File: config.mk
export PLATFORM = sky130hd
export DESIGN_NAME = add_stream_core
export DESIGN_NICKNAME = d
export VERILOG_FILES = /design/src/rtl/add_stream_pkg.sv /design/src/rtl/stream_out_reg.sv /design/src/rtl/add_stream_core.sv
export SDC_FILE = /design/constraint.sdc
export NUM_CORES = 1
export LEC_CHECK = 0
export ABC_AREA = 1
export ABC_CLOCK_PERIOD_IN_PS = 2500
export CORE_UTILIZATION = 50
export CTS_CLUSTER_SIZE = 16
export DETAILED_ROUTE_END_ITERATION = 8
export HOLD_SLACK_MARGIN = 0.02
export PLACE_DENSITY = 0.85
export SLEW_MARGIN = 20
export SYNTH_ARGS = -nofsm -noshare
export SYNTH_HDL_FRONTEND = slang
export SYNTH_SLANG_ARGS = --single-unit
File: constraint.sdc
create_clock -name ap_clk -period 2.5 [get_ports ap_clk]
set_clock_uncertainty 0.05 [all_clocks]
set_input_delay 0.25 -clock ap_clk [delete_from_list [all_inputs] [get_ports ap_clk]]
set_output_delay 0.25 -clock ap_clk [all_outputs]
set_load 0.02 [all_outputs]
File: src/rtl/add_stream_pkg.sv
// add_stream_pkg: shared types and constants for the add_stream custom-RTL tasks.
//   state_e   - task control FSM encoding
//   eot_bit() - position of the end-of-transfer flag in a stream word
//   EOT_FLAG  - value of the flag on the closing token (payload is all zeros)
package add_stream_pkg;

  typedef enum logic [2:0] {
    IDLE  = 3'd0,
    RUN   = 3'd1,
    CLOSE = 3'd2,
    DRAIN = 3'd3,
    DONE  = 3'd4
  } state_e;

  // Stream words carry the eot flag just above the payload.
  function automatic int eot_bit(input int data_width);
    return data_width;
  endfunction

  localparam logic EOT_FLAG = 1'b1;

endpackage

File: src/rtl/stream_out_reg.sv
// stream_out_reg: one-entry registered output buffer in front of a FIFO write port.
//   clk_i, rst_ni    clock, synchronous active-low reset
//   load_i           capture load_data_i this cycle (caller must respect can_load_o)
//   load_data_i      word to capture
//   c_full_n_i       downstream FIFO has space
//   valid_o          buffer holds a word
//   can_load_o       buffer is empty or is being drained this cycle
//   c_din_o          registered word toward the FIFO
//   c_write_o        push strobe toward the FIFO
module stream_out_reg #(
  parameter int W = 33
) (
  input  logic         clk_i,
  input  logic         rst_ni,
  input  logic         load_i,
  input  logic [W-1:0] load_data_i,
  input  logic         c_full_n_i,
  output logic         valid_o,
  output logic         can_load_o,
  output logic [W-1:0] c_din_o,
  output logic         c_write_o
);

  logic         valid_q, valid_d;
  logic [W-1:0] data_q, data_d;

  // A load overrides the drain, so load+drain in one cycle keeps valid set.
  always_comb begin
    valid_d = valid_q;
    data_d  = data_q;
    if (valid_q && c_full_n_i) valid_d = 1'b0;
    if (load_i) begin
      valid_d = 1'b1;
      data_d  = load_data_i;
    end
  end

  always_ff @(posedge clk_i) begin
    if (!rst_ni) begin
      valid_q <= 1'b0;
      data_q  <= '0;
    end else begin
      valid_q <= valid_d;
      data_q  <= data_d;
    end
  end

  // c_din comes straight from a flop: no path from c_full_n to data.
  assign valid_o    = valid_q;
  assign can_load_o = ~valid_q | c_full_n_i;
  assign c_din_o    = data_q;
  assign c_write_o  = valid_q & c_full_n_i;

endmodule

File: src/rtl/add_stream_core.sv
// add_stream_core: ap_ctrl_hs task adding two streams element-wise into a third.
//   ap_clk, ap_rst_n              clock, synchronous active-low reset
//   ap_start/ap_ready/ap_done     handshake with the parent task FSM
//   ap_idle                       high in IDLE
//   n                             element count, sampled on start
//   a_s_*, b_s_*                  input FIFO read ports (word = {eot, data})
//   c_din, c_full_n, c_write      output FIFO write port
// Writes n sums followed by one eot token, then pulses ap_done/ap_ready.
module add_stream_core
  import add_stream_pkg::*;
#(
  parameter int DATA_WIDTH = 32
) (
  input  logic                  ap_clk,
  input  logic                  ap_rst_n,
  input  logic                  ap_start,
  output logic                  ap_ready,
  output logic                  ap_done,
  output logic                  ap_idle,
  input  logic [63:0]           n,
  input  logic [DATA_WIDTH:0]   a_s_dout,
  input  logic                  a_s_empty_n,
  output logic                  a_s_read,
  input  logic [DATA_WIDTH:0]   b_s_dout,
  input  logic                  b_s_empty_n,
  output logic                  b_s_read,
  output logic [DATA_WIDTH:0]   c_din,
  input  logic                  c_full_n,
  output logic                  c_write
);

  localparam int EB = eot_bit(DATA_WIDTH);
  localparam logic [EB:0] EOT_TOKEN = {EOT_FLAG, {DATA_WIDTH{1'b0}}};

  state_e                state_q, state_d;
  logic [63:0]           rem_q, rem_d;
  logic                  fire, load_eot, load, can_load, out_valid;
  logic [DATA_WIDTH-1:0] sum;
  logic [EB:0]           load_data;
  logic                  unused_eot;

  // Input eot flags carry no meaning here; the count alone bounds the transfer.
  assign unused_eot = a_s_dout[EB] ^ b_s_dout[EB];

  assign sum = a_s_dout[DATA_WIDTH-1:0] + b_s_dout[DATA_WIDTH-1:0];

  always_comb begin
    state_d  = state_q;
    rem_d    = rem_q;
    fire     = 1'b0;
    load_eot = 1'b0;
    case (state_q)
      IDLE: begin
        if (ap_start) begin
          rem_d   = n;
          state_d = (n == 64'd0) ? CLOSE : RUN;
        end
      end
      RUN: begin
        // Both streams are popped together or not at all.
        fire = a_s_empty_n & b_s_empty_n & can_load & (rem_q != 64'd0);
        if (fire) rem_d = rem_q - 64'd1;
        if (rem_d == 64'd0) state_d = CLOSE;
      end
      CLOSE: begin
        if (can_load) begin
          load_eot = 1'b1;
          state_d  = DRAIN;
        end
      end
      DRAIN: begin
        if (!out_valid) state_d = DONE;
      end
      DONE:    state_d = IDLE;
      default: state_d = IDLE;
    endcase
  end

  always_ff @(posedge ap_clk) begin
    if (!ap_rst_n) begin
      state_q <= IDLE;
      rem_q   <= 64'd0;
    end else begin
      state_q <= state_d;
      rem_q   <= rem_d;
    end
  end

  assign load      = fire | load_eot;
  assign load_data = fire ? {1'b0, sum} : EOT_TOKEN;

  stream_out_reg #(.W(EB + 1)) u_out (
    .clk_i       (ap_clk),
    .rst_ni      (ap_rst_n),
    .load_i      (load),
    .load_data_i (load_data),
    .c_full_n_i  (c_full_n),
    .valid_o     (out_valid),
    .can_load_o  (can_load),
    .c_din_o     (c_din),
    .c_write_o   (c_write)
  );

  assign a_s_read = fire;
  assign b_s_read = fire;
  assign ap_idle  = (state_q == IDLE);
  assign ap_done  = (state_q == DONE);
  assign ap_ready = (state_q == DONE);

endmodule

# [Word-level counts from Yosys, hierarchy flattened]
# Index checks and enable logic that the tools add are counted.
[classes] n_addsub=2 eq_ne=8 muxes=16 bitwise=7 reduce_logical=9
[ops] op="$mux 64" n=3
[ops] op="$logic_not 64->1" n=2
[ops] op="$pmux 64 s2" n=1
[ops] op="$reduce_bool 64->1" n=1
[ops] op="$sub 64x1->64 const B" n=1
[ops] op="$mux 33" n=1
[ops] op="$add 32x32->32" n=1
[ops] op="$mux 3" n=4
[ops] op="$pmux 3 s4" n=1
[ops] op="$ne 2x2->1 const B" n=4
[ops] op="$eq 3x2->1 const B" n=2
[ops] op="$mux 1" n=5
[ops] op="$and 1x1->1" n=4
[ops] op="$reduce_and 4->1" n=1
[ops] op="$reduce_bool 2->1" n=2
[ops] op="$eq 3x1->1 const B" n=1
[ops] op="$eq 3x3->1 const B" n=1
[ops] op="$logic_not 3->1" n=1
[ops] op="$mux 2" n=1
[ops] op="$or 1x1->1" n=2
[ops] op="$reduce_and 2->1" n=1
[ops] op="$logic_and 1x1->1" n=1
[ops] op="$not 1->1" n=1
[totals] ff_bits=101 input_bits=136 out_inout_bits=39 word_cells=46

# [Longest topological paths before layout]
# Gate-level depths: netlist (run 1).
[logic_depth] ltp_word=9 ltp_mapped=23 mapped_depth_nobuf=21

# [Modules after synthesis]
# From an unflattened synthesis (run 1), not the netlist that was laid out.
[unflattened] hier_cells=1608 hier_area_um2=8888.5
[modules_own_cells] mod="add_stream_core" instances=1 cells_each=1459 area_per_inst_um2=7699.9 seq_area_each_um2=1341.3
[modules_own_cells] mod="stream_out_reg" instances=1 cells_each=149 area_per_inst_um2=1188.6 seq_area_each_um2=680.7

# [Worst setup path after synthesis (run 1)]
# No wires, ideal clock.
[synth_timing] path_kind="reg-to-reg" start="register state_q[0]" end="register rem_q[0]" setup_ps=128 t_arrival_ps=2154 t_required_ps=2322 slack_ps=168 stages_incl_launch_ff=12 n_path_buf=1 period_less_slack_ps=2332 cell_sequence="dfxtp_1 -> nor2_1 -> inv_1 -> nor2_1 -> inv_1 -> nor2_1 -> nor2_1 -> inv_1 -> clkbuf_1 -> o21ai_0 -> a21oi_1 -> nor2_1"
[synth_between] elab_chain_cells=3 word_cells_on_any_way=6 cone_classes="2 x eq/ne; 1 x mux; 3 x reduce/logical"
[synth_lines] item="from (decl)" line="add_stream_core.sv:35" rtl="state_e state_q, state_d;"
[synth_lines] item="from (signal assigned)" line="add_stream_core.sv:84" rtl="state_q <= state_d;"
[synth_lines] item="$logic_not 3->1 (*)"
[synth_lines] item="net ap_idle" line="add_stream_core.sv:19" rtl="output logic ap_idle,"
[synth_lines] item="$ne 2x2->1 (no line) / $reduce_bool 2->1 (equally long branches)"
[synth_lines] item="$reduce_and 2->1 (no line)"
[synth_lines] item="to (signal assigned)" line="add_stream_core.sv:85" rtl="rem_q <= rem_d;"
[synth_lines] item="to (decl)" line="add_stream_core.sv:36" rtl="logic [63:0] rem_q, rem_d;"
# Mark *: on every way through the listed nets, which the timed path passes. The rest lies on a longest branch.
# A chain may end at the register's enable or synchronous reset.

# [Worst setup path after layout (run 1)]
[layout_timing] start="register rem_q[7]" end="register state_q[1]"
[layout_between] elab_chain_cells=7 word_cells_on_any_way=8 cone_classes="1 x add/sub; 1 x eq/ne; 2 x mux; 1 x bitwise; 3 x reduce/logical"
[layout_lines] item="branches (longest 2 deep; another with $sub 64x1->64)"
[layout_lines] item="$mux 64 (*)" line="add_stream_core.sv:62" rtl="if (fire) rem_d = rem_q - 64'd1;"
[layout_lines] item="$mux 64 (*)" line="add_stream_core.sv:52" rtl="case (state_q)"
[layout_lines] item="$logic_not 64->1 (*)" line="add_stream_core.sv:63" rtl="if (rem_d == 64'd0) state_d = CLOSE;"
[layout_lines] item="$ne 2x2->1 (no line) (*)"
[layout_lines] item="$reduce_and 4->1 (no line) (*)"
# Every way passes the cells marked *. The select of a mux whose other input is x is not followed.

==> insert_results.sql, run 1 <==
INSERT INTO impl_metrics (metric_group, metric, value, unit) VALUES
('global_routing', 'grt_pass1_wl', '60270', 'um'),
('pwr', 'worst_ir_drop_vdd', '0.7693', 'mV'),
('global_routing', 'grt_pass1_vias', '12500', ''),
('placement', 'preCtsSetupSlack', '-0.4804', 'ns'),
('critical_path', 'critPathArrivalTime', '3.06', 'ns'),
('cells_and_area', 'fin_cells', '2286', ''),
('critical_path', 'cp-start-kind', 'register', ''),
('sta', 'rsz_0062_raised_after_global_routing', 'true', ''),
('cells_and_area', 'area.growth.synth_to_final', '66.70', '%'),
('sta', 'timing.final.crit_share', '114.0', '%'),
('min_path', 'timing.hold.worst.class', 'reg2reg', ''),
('floorplan', 'dieArea', '0.01787', 'sq mm'),
('pwr', 'cell_internal_pwr', '7781', 'uW'),
('logic_synthesis', 'syn-instance-count', '1567', ''),
('pwr', 'share_of_total_power_in_sequential_cells', '14.8', '%'),
('clocking', 'tritoncts_clock_tree', 'built', ''),
('cells_and_area', 'design_area', '0.01446', 'sq mm'),
('detailed_routing', 'dr_wl_met2', '19380', 'um'),
('global_routing', 'grt_util_all_layers', '42.78', '%'),
('pwr', 'switching_share', '49.73', '%'),
('detailed_routing', 'routed_wire_length_per_instance', '17.69', 'um'),
('floorplan', 'die_width', '133.7', 'um'),
('global_routing', 'grt_start_max_net_pins', '43', ''),
('detailed_routing', 'route.vias.total', '13000', ''),
('detailed_routing', 'drc', '0', ''),
('logic_synthesis', 'postSynthRegisterBits', '101', ''),
('detailed_routing', 'met1_length', '14470', 'um'),
('sta', 'whs', '0.4117', 'ns'),
('sta', 'report.final.hold_viol_count', '0', ''),
('pwr', 'leakage', '0.006819', 'uW'),
('clocking', 'clock-sinks', '101', ''),
('status', 'status', 'finished, violations left', ''),
('clocking', 'clkLatencyLatePin', '0.37', 'ns'),
('sta', 'period_minus_slack', '2.851', 'ns'),
('critical_path', 'criticalPathCategory', 'reg2reg', ''),
('floorplan', 'io_pins', '175', ''),
('detailed_routing', 'route.antenna.remaining_nets', '0', ''),
('sta', 'timing.final.setup_violations', '3', ''),
('critical_path', 'crit_fanout', '13', ''),
('cells_and_area', 'nNetsFinal', '2231', ''),
('sta', 'count_of_pins_over_their_slew_limit', '0', ''),
('logic_synthesis', 'portion_of_the_post_synthesis_area_used_by_sequential_elements', '23.32', '%'),
('cells_and_area', 'antenna_cells', '0', ''),
('pwr', 'net-switching-power', '7696', 'uW'),
('detailed_routing', 'via_cell_ratio', '5.685', ''),
('logic_synthesis', 'synth.distinct_cells', '36', ''),
('logic_synthesis', 'synth_top_flop_cell', 'dfxtp_1', ''),
('floorplan', 'initial_utilization', '51.74', '%'),
('pwr', 'p_comb_share', '75.9', '%'),
('logic_synthesis', 'avgSynthCellArea', '5.534', 'sq um'),
('cells_and_area', 'drive_above_1_share', '28.65', '%'),
('logic_synthesis', 'synth_warnings', '0', ''),
('placement', 'numPlacedInstances', '2237', ''),
('clocking', 'cts_buffer_depth', '2', ''),
('logic_synthesis', 'synth-async-reset-ratio', '0', '%'),
('placement', 'gp_congestion', '1.076', ''),
('sta', 'relative_slew_margins', '60.86', '%'),
('sta', 'layout_setup_ws', '-0.3508', 'ns'),
('detailed_routing', 'drt-initial-drc-count', '1076', ''),
('sta', 'tightestPinTransition', '0.5818', 'ns'),
('placement', 'place.detailed.hpwl', '28740', 'um'),
('clocking', 'htreeDepth', '3', ''),
('logic_synthesis', 'mappedNetlistArea', '0.008672', 'sq mm'),
('floorplan', 'floorplan.rows', '47', ''),
('clocking', 'clock_tree.root_cell', 'clkbuf_16', ''),
('pwr', 'p_total', '15480', 'uW'),
('detailed_routing', 'first_pass_iters', '6', ''),
('critical_path', 'worst_ep_required_time', '2.71', 'ns'),
('status', 'violations', 'negative setup slack', ''),
('floorplan', 'core', '0.01676', 'sq mm'),
('placement', 'post_dp_cell_area', '0.01303', 'sq mm');
cell type report:
| class | count | area [sq um] | area share, % |
|---|---|---|---|
| tap | 220 | 275.3 | 1.904 |
| clock buffer | 10 | 229.0 | 1.584 |
| inverter | 102 | 395.4 | 2.735 |
| clock inverter | 6 | 56.30 | 0.3895 |
| timing repair buffer | 531 | 4700 | 32.51 |
| multi-input combinational | 1316 | 6745 | 46.66 |
| sequential | 101 | 2056 | 14.22 |
cell families (layout without fill, tap and decap cells):
group | after synthesis | in the layout | share of synthesized area, %
AOI/OAI and AO/OA | 264 | 264 | 16.25
xor gates and xnor gates | 35 | 35 | 3.535
adders and majority gates | 34 | 34 | 4.992
buffers and inverters | 150 | 649 | 7.069
DFF | 101 | 101 | 23.32
and+or+nand+nor | 983 | 983 | 44.84
layer usage:
metal	track usage, %	vias up
li1	-	6050
met3	8.828	228
met5	0	-
met1	46.73	5896
met4	26.33	0
met2	75.72	822
power by group through the flow:
stage | clock network (uW) | logic (uW) | registers, uW
after floorplan | 0 | 4420 | 2300
after global placement | 0 | 9530 | 2180
after detailed placement | 0 | 9680 | 2190
after CTS | 1430 | 10600 | 2220
after global routing | 1500 | 12500 | 2310
final | 1450 | 11700 | 2290
timing repair:
action,CTS,global route
setup buffers,20,8
cloned,3,3
endpoints found under the hold margin,0,0
pin swaps,52,56
setup endpoints to repair,6,30
resized for setup,156,122
flip-flops by register name, summed over array words and instances (netlist names):
name and flops:
rem_q 64, u_out.c_din_o 33, state_q 3, u_out.valid_o 1
through the flow:
stage	TNS, ns	util (%)
6_report	-0.9347	86.26
5_1_grt	-1.607	86.26
4_1_cts	-0.2933	83.43
3_5_place_dp	-5.166	77.72
3_3_place_gp	-4.521	77.72
2_1_floorplan	0	-
worst paths after layout:
kind / endpoint / slack (ns) / cells after the start / startpoint
setup / recovery: state_q[1] / -0.35 / 22 / rem_q[7]
hold / removal: u_out.c_din_o[0] / 0.41 / 2 / u_out.c_din_o[0]
setup reg to reg: state_q[1] / -0.35 / 22 / rem_q[7]
hold reg to reg: u_out.c_din_o[0] / 0.41 / 2 / u_out.c_din_o[0]
cells in the mapped netlist (2+ instances only):
| library cell | count | area, sq um |
|---|---|---|
| nand2_1 | 626 | 2350 |
| nor2_1 | 274 | 1028 |
| a21oi_1 | 125 | 625.6 |
| dfxtp_1 | 101 | 2022 |
| inv_1 | 98 | 367.9 |
| o21ai_0 | 82 | 410.4 |
| a31oi_1 | 37 | 231.5 |
| ha_1 | 33 | 412.9 |
| clkbuf_1 | 29 | 108.9 |
| nand3_1 | 27 | 135.1 |
| xor2_1 | 27 | 236.5 |
| nor4_1 | 18 | 112.6 |
| nand3b_1 | 14 | 105.1 |
| buf_2 | 10 | 50.05 |
| nand4_1 | 9 | 56.30 |
| nor2_2 | 9 | 56.30 |
| xnor2_1 | 8 | 70.07 |
| o21ai_1 | 5 | 25.02 |
| buf_6 | 4 | 45.04 |
| inv_2 | 4 | 15.01 |
| buf_1 | 3 | 11.26 |
| o211ai_1 | 3 | 22.52 |
| o21a_1 | 3 | 22.52 |
| a21o_1 | 2 | 15.01 |
| buf_4 | 2 | 15.01 |
| nand2_2 | 2 | 12.51 |
| nor3_1 | 2 | 10.01 |
| o221ai_1 | 2 | 17.52 |
critical path, stage by stage, from the launching register on:
cell and delay (ns):
dfxtp_1 0.38, nor2_4 0.20, nand2_4 0.10, nor2_4 0.12, nand2_2 0.08, nor2_4 0.11
nand2_2 0.07, nand2_4 0.09, inv_4 0.05, buf_12 0.14, buf_16 0.15, nand2_1 0.08
nand2_1 0.10, nor2_1 0.18, nand2_1 0.09, nor2_2 0.16, nand2_1 0.10, nor2_2 0.13
nand2_2 0.08, nand2_4 0.09, nand3_2 0.07, nand2_1 0.08, nor2_1 0.04
Power figures use the tool's default switching activity.
==> run 2, diff against run 1 <==
Settings changed: CORE_MARGIN set to 2, GPL_TIMING_DRIVEN set to 0, HOLD_SLACK_MARGIN 0.02 to unset.
==> run 2 against run 1 <==
The flow still finishes with violations (negative setup slack). Count of clock-buffer cells in the layout decreased by 1. Utilization decreased by 14 points. Final area decreased by 14%. Sequential share of layout area increased by 2.7 points. Routed wire length decreased by 6.2%. Combinational power decreased by 27%. Critical endpoint unchanged. Largest cell class unchanged.
==> insert_results.sql, run 2 (synthesis gave the netlist of run 1 again) <==
INSERT INTO impl_metrics (metric_group, metric, value, unit) VALUES
('sta', 'period_minus_slack', '2.804', 'ns'),
('cells_and_area', 'drive_above_1_share', '16.55', '%'),
('critical_path', 'cp-start-kind', 'register', ''),
('critical_path', 'crit_path_start', 'rem_q[43]', ''),
('sta', 'fmaxAchievable', '356.6', 'MHz'),
('floorplan', 'die_width', '135.7', 'um'),
('placement', 'post_dp_cell_area', '0.01068', 'sq mm'),
('min_path', 'worstHoldStart', 'a_s_dout[0]', ''),
('floorplan', 'io_pins', '175', ''),
('critical_path', 'critPathArrivalTime', '3.02', 'ns'),
('sta', 'report.final.hold_viol_count', '0', ''),
('sta', 'tightestPinTransition', '0.7675', 'ns'),
('floorplan', 'dieHeight', '135.7', 'um'),
('status', 'violations', 'negative setup slack', ''),
('critical_path', 'cp-end-kind', 'register', ''),
('status', 'status', 'finished, violations left', ''),
('clocking', 'clkLatencyLatePin', '0.37', 'ns'),
('sta', 'timing.final.crit_share', '112.2', '%'),
('min_path', 'timing.hold.worst.class', 'in2reg', ''),
('critical_path', 'slowest_delay', '0.37', 'ns'),
('detailed_routing', 'drt-initial-drc-count', '936', ''),
('sta', 'rsz_0062_raised_after_global_routing', 'true', ''),
('placement', 'gp_congestion', '1.070', ''),
('critical_path', 'critical_path.slowest_cell', 'dfxtp_2', ''),
('cells_and_area', 'area.growth.synth_to_final', '42.65', '%'),
('sta', 'whs', '0.2865', 'ns'),
('global_routing', 'grt_pass1_vias', '11130', ''),
('global_routing', 'grt.overflow.total', '0', ''),
('detailed_routing', 'routed_wire_length_per_instance', '18.61', 'um'),
('min_path', 'holdPathStages', '4', ''),
('job', 'max_cap_violations', '0', ''),
('critical_path', 'path_depth', '21', ''),
('placement', 'numPlacedInstances', '1964', ''),
('critical_path', 'worst_ep_required_time', '2.71', 'ns'),
('floorplan', 'core', '0.01712', 'sq mm'),
('clocking', 'tritoncts_clock_tree', 'built', ''),
('detailed_routing', 'first_pass_iters', '7', ''),
('cells_and_area', 'regMostFlops', 'rem_q', ''),
('clocking', 'cts_inserted_buffers', '9', ''),
('sta', 'layout_setup_ws', '-0.3041', 'ns'),
('cells_and_area', 'design_area', '0.01237', 'sq mm'),
('sta', 'count_of_pins_over_their_slew_limit', '0', ''),
('critical_path', 'crit_buf_inv', '3', ''),
('floorplan', 'initial_utilization', '50.67', '%'),
('critical_path', 'crit_fanout', '10', ''),
('cells_and_area', 'antenna_cells', '0', ''),
('detailed_routing', 'route.vias.total', '11690', ''),
('floorplan', 'floorplan.rows', '48', ''),
('critical_path', 'criticalPathCategory', 'reg2reg', ''),
('cells_and_area', 'final_common_cell', 'nand2_1', ''),
('critical_path', 'path_cells', 'nor2_4 > nand2_1 > nor2_2 > nand2_1 > nor2_4 > nand2_2 > buf_4 > buf_4 > nand2_2 > buf_4 > nand2_1 > nand2_1 > nor2_2 > nand2_1 > nor2_2 > nand2_2 > nor2_4 > nand2_2 > nand2_4 > a21oi_1 > nor2_1', ''),
('global_routing', 'antenna_found_initial', '0', ''),
('global_routing', 'grt_start_max_net_pins', '20', ''),
('critical_path', 'critical_path.reg2reg.startpoint', 'rem_q[43]', ''),
('global_routing', 'grt_pass1_wl', '57280', 'um'),
('clocking', 'htreeDepth', '3', ''),
('clocking', 'clock_tree.root_cell', 'clkbuf_16', ''),
('critical_path', 'timing.critical_path.max_delay_family', 'simple AND/OR/NAND/NOR gates', ''),
('floorplan', 'dieArea', '0.01841', 'sq mm'),
('critical_path', 'critPathCapture', 'state_q[1]', ''),
('pwr', 'worst_ir_drop_vdd', '0.7271', 'mV'),
('global_routing', 'grt_util_all_layers', '40.60', '%'),
('detailed_routing', 'via_cell_ratio', '5.735', ''),
('cells_and_area', 'most-common-layout-cells', '587 x nand2_1, 203 x nor2_1, 167 x clkdlybuf4s50_1', ''),
('placement', 'numPortBuffers', '172', ''),
('critical_path', 'crit-reg2reg-capture', 'state_q[1]', ''),
('sta', 'timing.final.setup_violations', '3', ''),
('detailed_routing', 'route.antenna.remaining_nets', '0', ''),
('critical_path', 'r2r.worst_path.cells', '21', ''),
('clocking', 'clock_edge_transition_at_the_registers_on_the_reported_setup_and_hold_paths', '0.08', 'ns'),
('cells_and_area', 'largest_register_ffs', '64', ''),
('pwr', 'leakage', '0.005416', 'uW'),
('placement', 'preCtsSetupSlack', '-0.9311', 'ns'),
('critical_path', 'regToRegSetupSlack', '-0.30', 'ns'),
('detailed_routing', 'drc', '0', ''),
('placement', 'place.detailed.hpwl', '28360', 'um'),
('cells_and_area', 'fin_cells', '2038', ''),
('sta', 'setup-tns-final', '-0.8347', 'ns'),
('critical_path', 'timing.critical_path.mode_cell', 'nand2_1', ''),
('pwr', 'cellPowerDensity', '1023', 'mW/mm^2'),
('clocking', 'cts_buffer_depth', '2', ''),
('clocking', 'clock-sinks', '101', ''),
('sta', 'relative_slew_margins', '48.83', '%'),
('detailed_routing', 'detail_route.wirelength', '37930', 'um'),
('cells_and_area', 'nNetsFinal', '1978', '');
==> run 2: cell types whose count changed in the layout (fill, tap and decap cells not counted), sizes merged <==
cell           before  now
buf               357   78
clkbuf             13   38
clkdlybuf4s50     170  167
dlymetal6s2s        0    3
bufinv              0    1
clkdlybuf4s15       1    0
clkinv              3    2
clkinvlp            1    2
nand2             629  630
==> run 2: worst register-to-register path: stages (launching register included) <==
cell and delay [ns]:
dfxtp_2 0.37, nor2_4 0.14, nand2_1 0.09, nor2_2 0.14, nand2_1 0.10, nor2_4 0.15
nand2_2 0.09, buf_4 0.14, buf_4 0.13, nand2_2 0.11, buf_4 0.24, nand2_1 0.07
nand2_1 0.17, nor2_2 0.06, nand2_1 0.08, nor2_2 0.05, nand2_2 0.11, nor2_4 0.06
nand2_2 0.09, nand2_4 0.07, a21oi_1 0.14, nor2_1 0.06
==> run 2: what timing repair did <==
action                                  in CTS  in global routing
setup buffers                               38                 17
cloned                                       2                  1
resized for setup                          204                112
pin swaps                                   60                 51
endpoints found under the setup margin      98                 80
hold buffers                                 0                  0
==> run 2: layout make-up <==
type	count	area [sq um]
Multi-Input combinational cell	1317	6709
Fill cell	1482	4746
Timing Repair Buffer	229	2208
Sequential cell	101	2098
Inverter	102	402.9
Buffer	48	355.3
Tap cell	225	281.5
Clock buffer	9	225.2
Clock inverter	7	90.09
==> run 2: how the worst min path moves through the flow <==
stage,end
CTS,u_out.c_din_o[1]
floorplan,state_q[1]
global route,u_out.c_din_o[0]
finish,u_out.c_din_o[0]
global placement,u_out.c_din_o[7]
detailed placement,u_out.c_din_o[28]
==> run 2: where the power goes <==
part | internal, uW | leakage [uW] | total (uW) | switching, uW
combinational | 2950 | 0.00442 | 8580 | 5630
sequential | 1980 | 0.000845 | 2520 | 535
clock | 802 | 0.000147 | 1560 | 754
==> run 2: per-stage QoR <==
step,utilization (%),total power (uW)
after global placement,62.37,8979
after floorplan,-,6728
after CTS,69.29,11750
after global routing,72.27,13410
after detailed placement,62.37,9033
final,72.27,12660
==> run 2: per-layer routing <==
metal | global-route usage (%) | wire [um] | vias to the layer above
li1 | - | - | 5548
met3 | 8.455 | 3641 | 164
met4 | 24.07 | 2536 | 0
met1 | 47.31 | 14110 | 5270
met5 | 0 | 0 | -
met2 | 68.60 | 17640 | 705
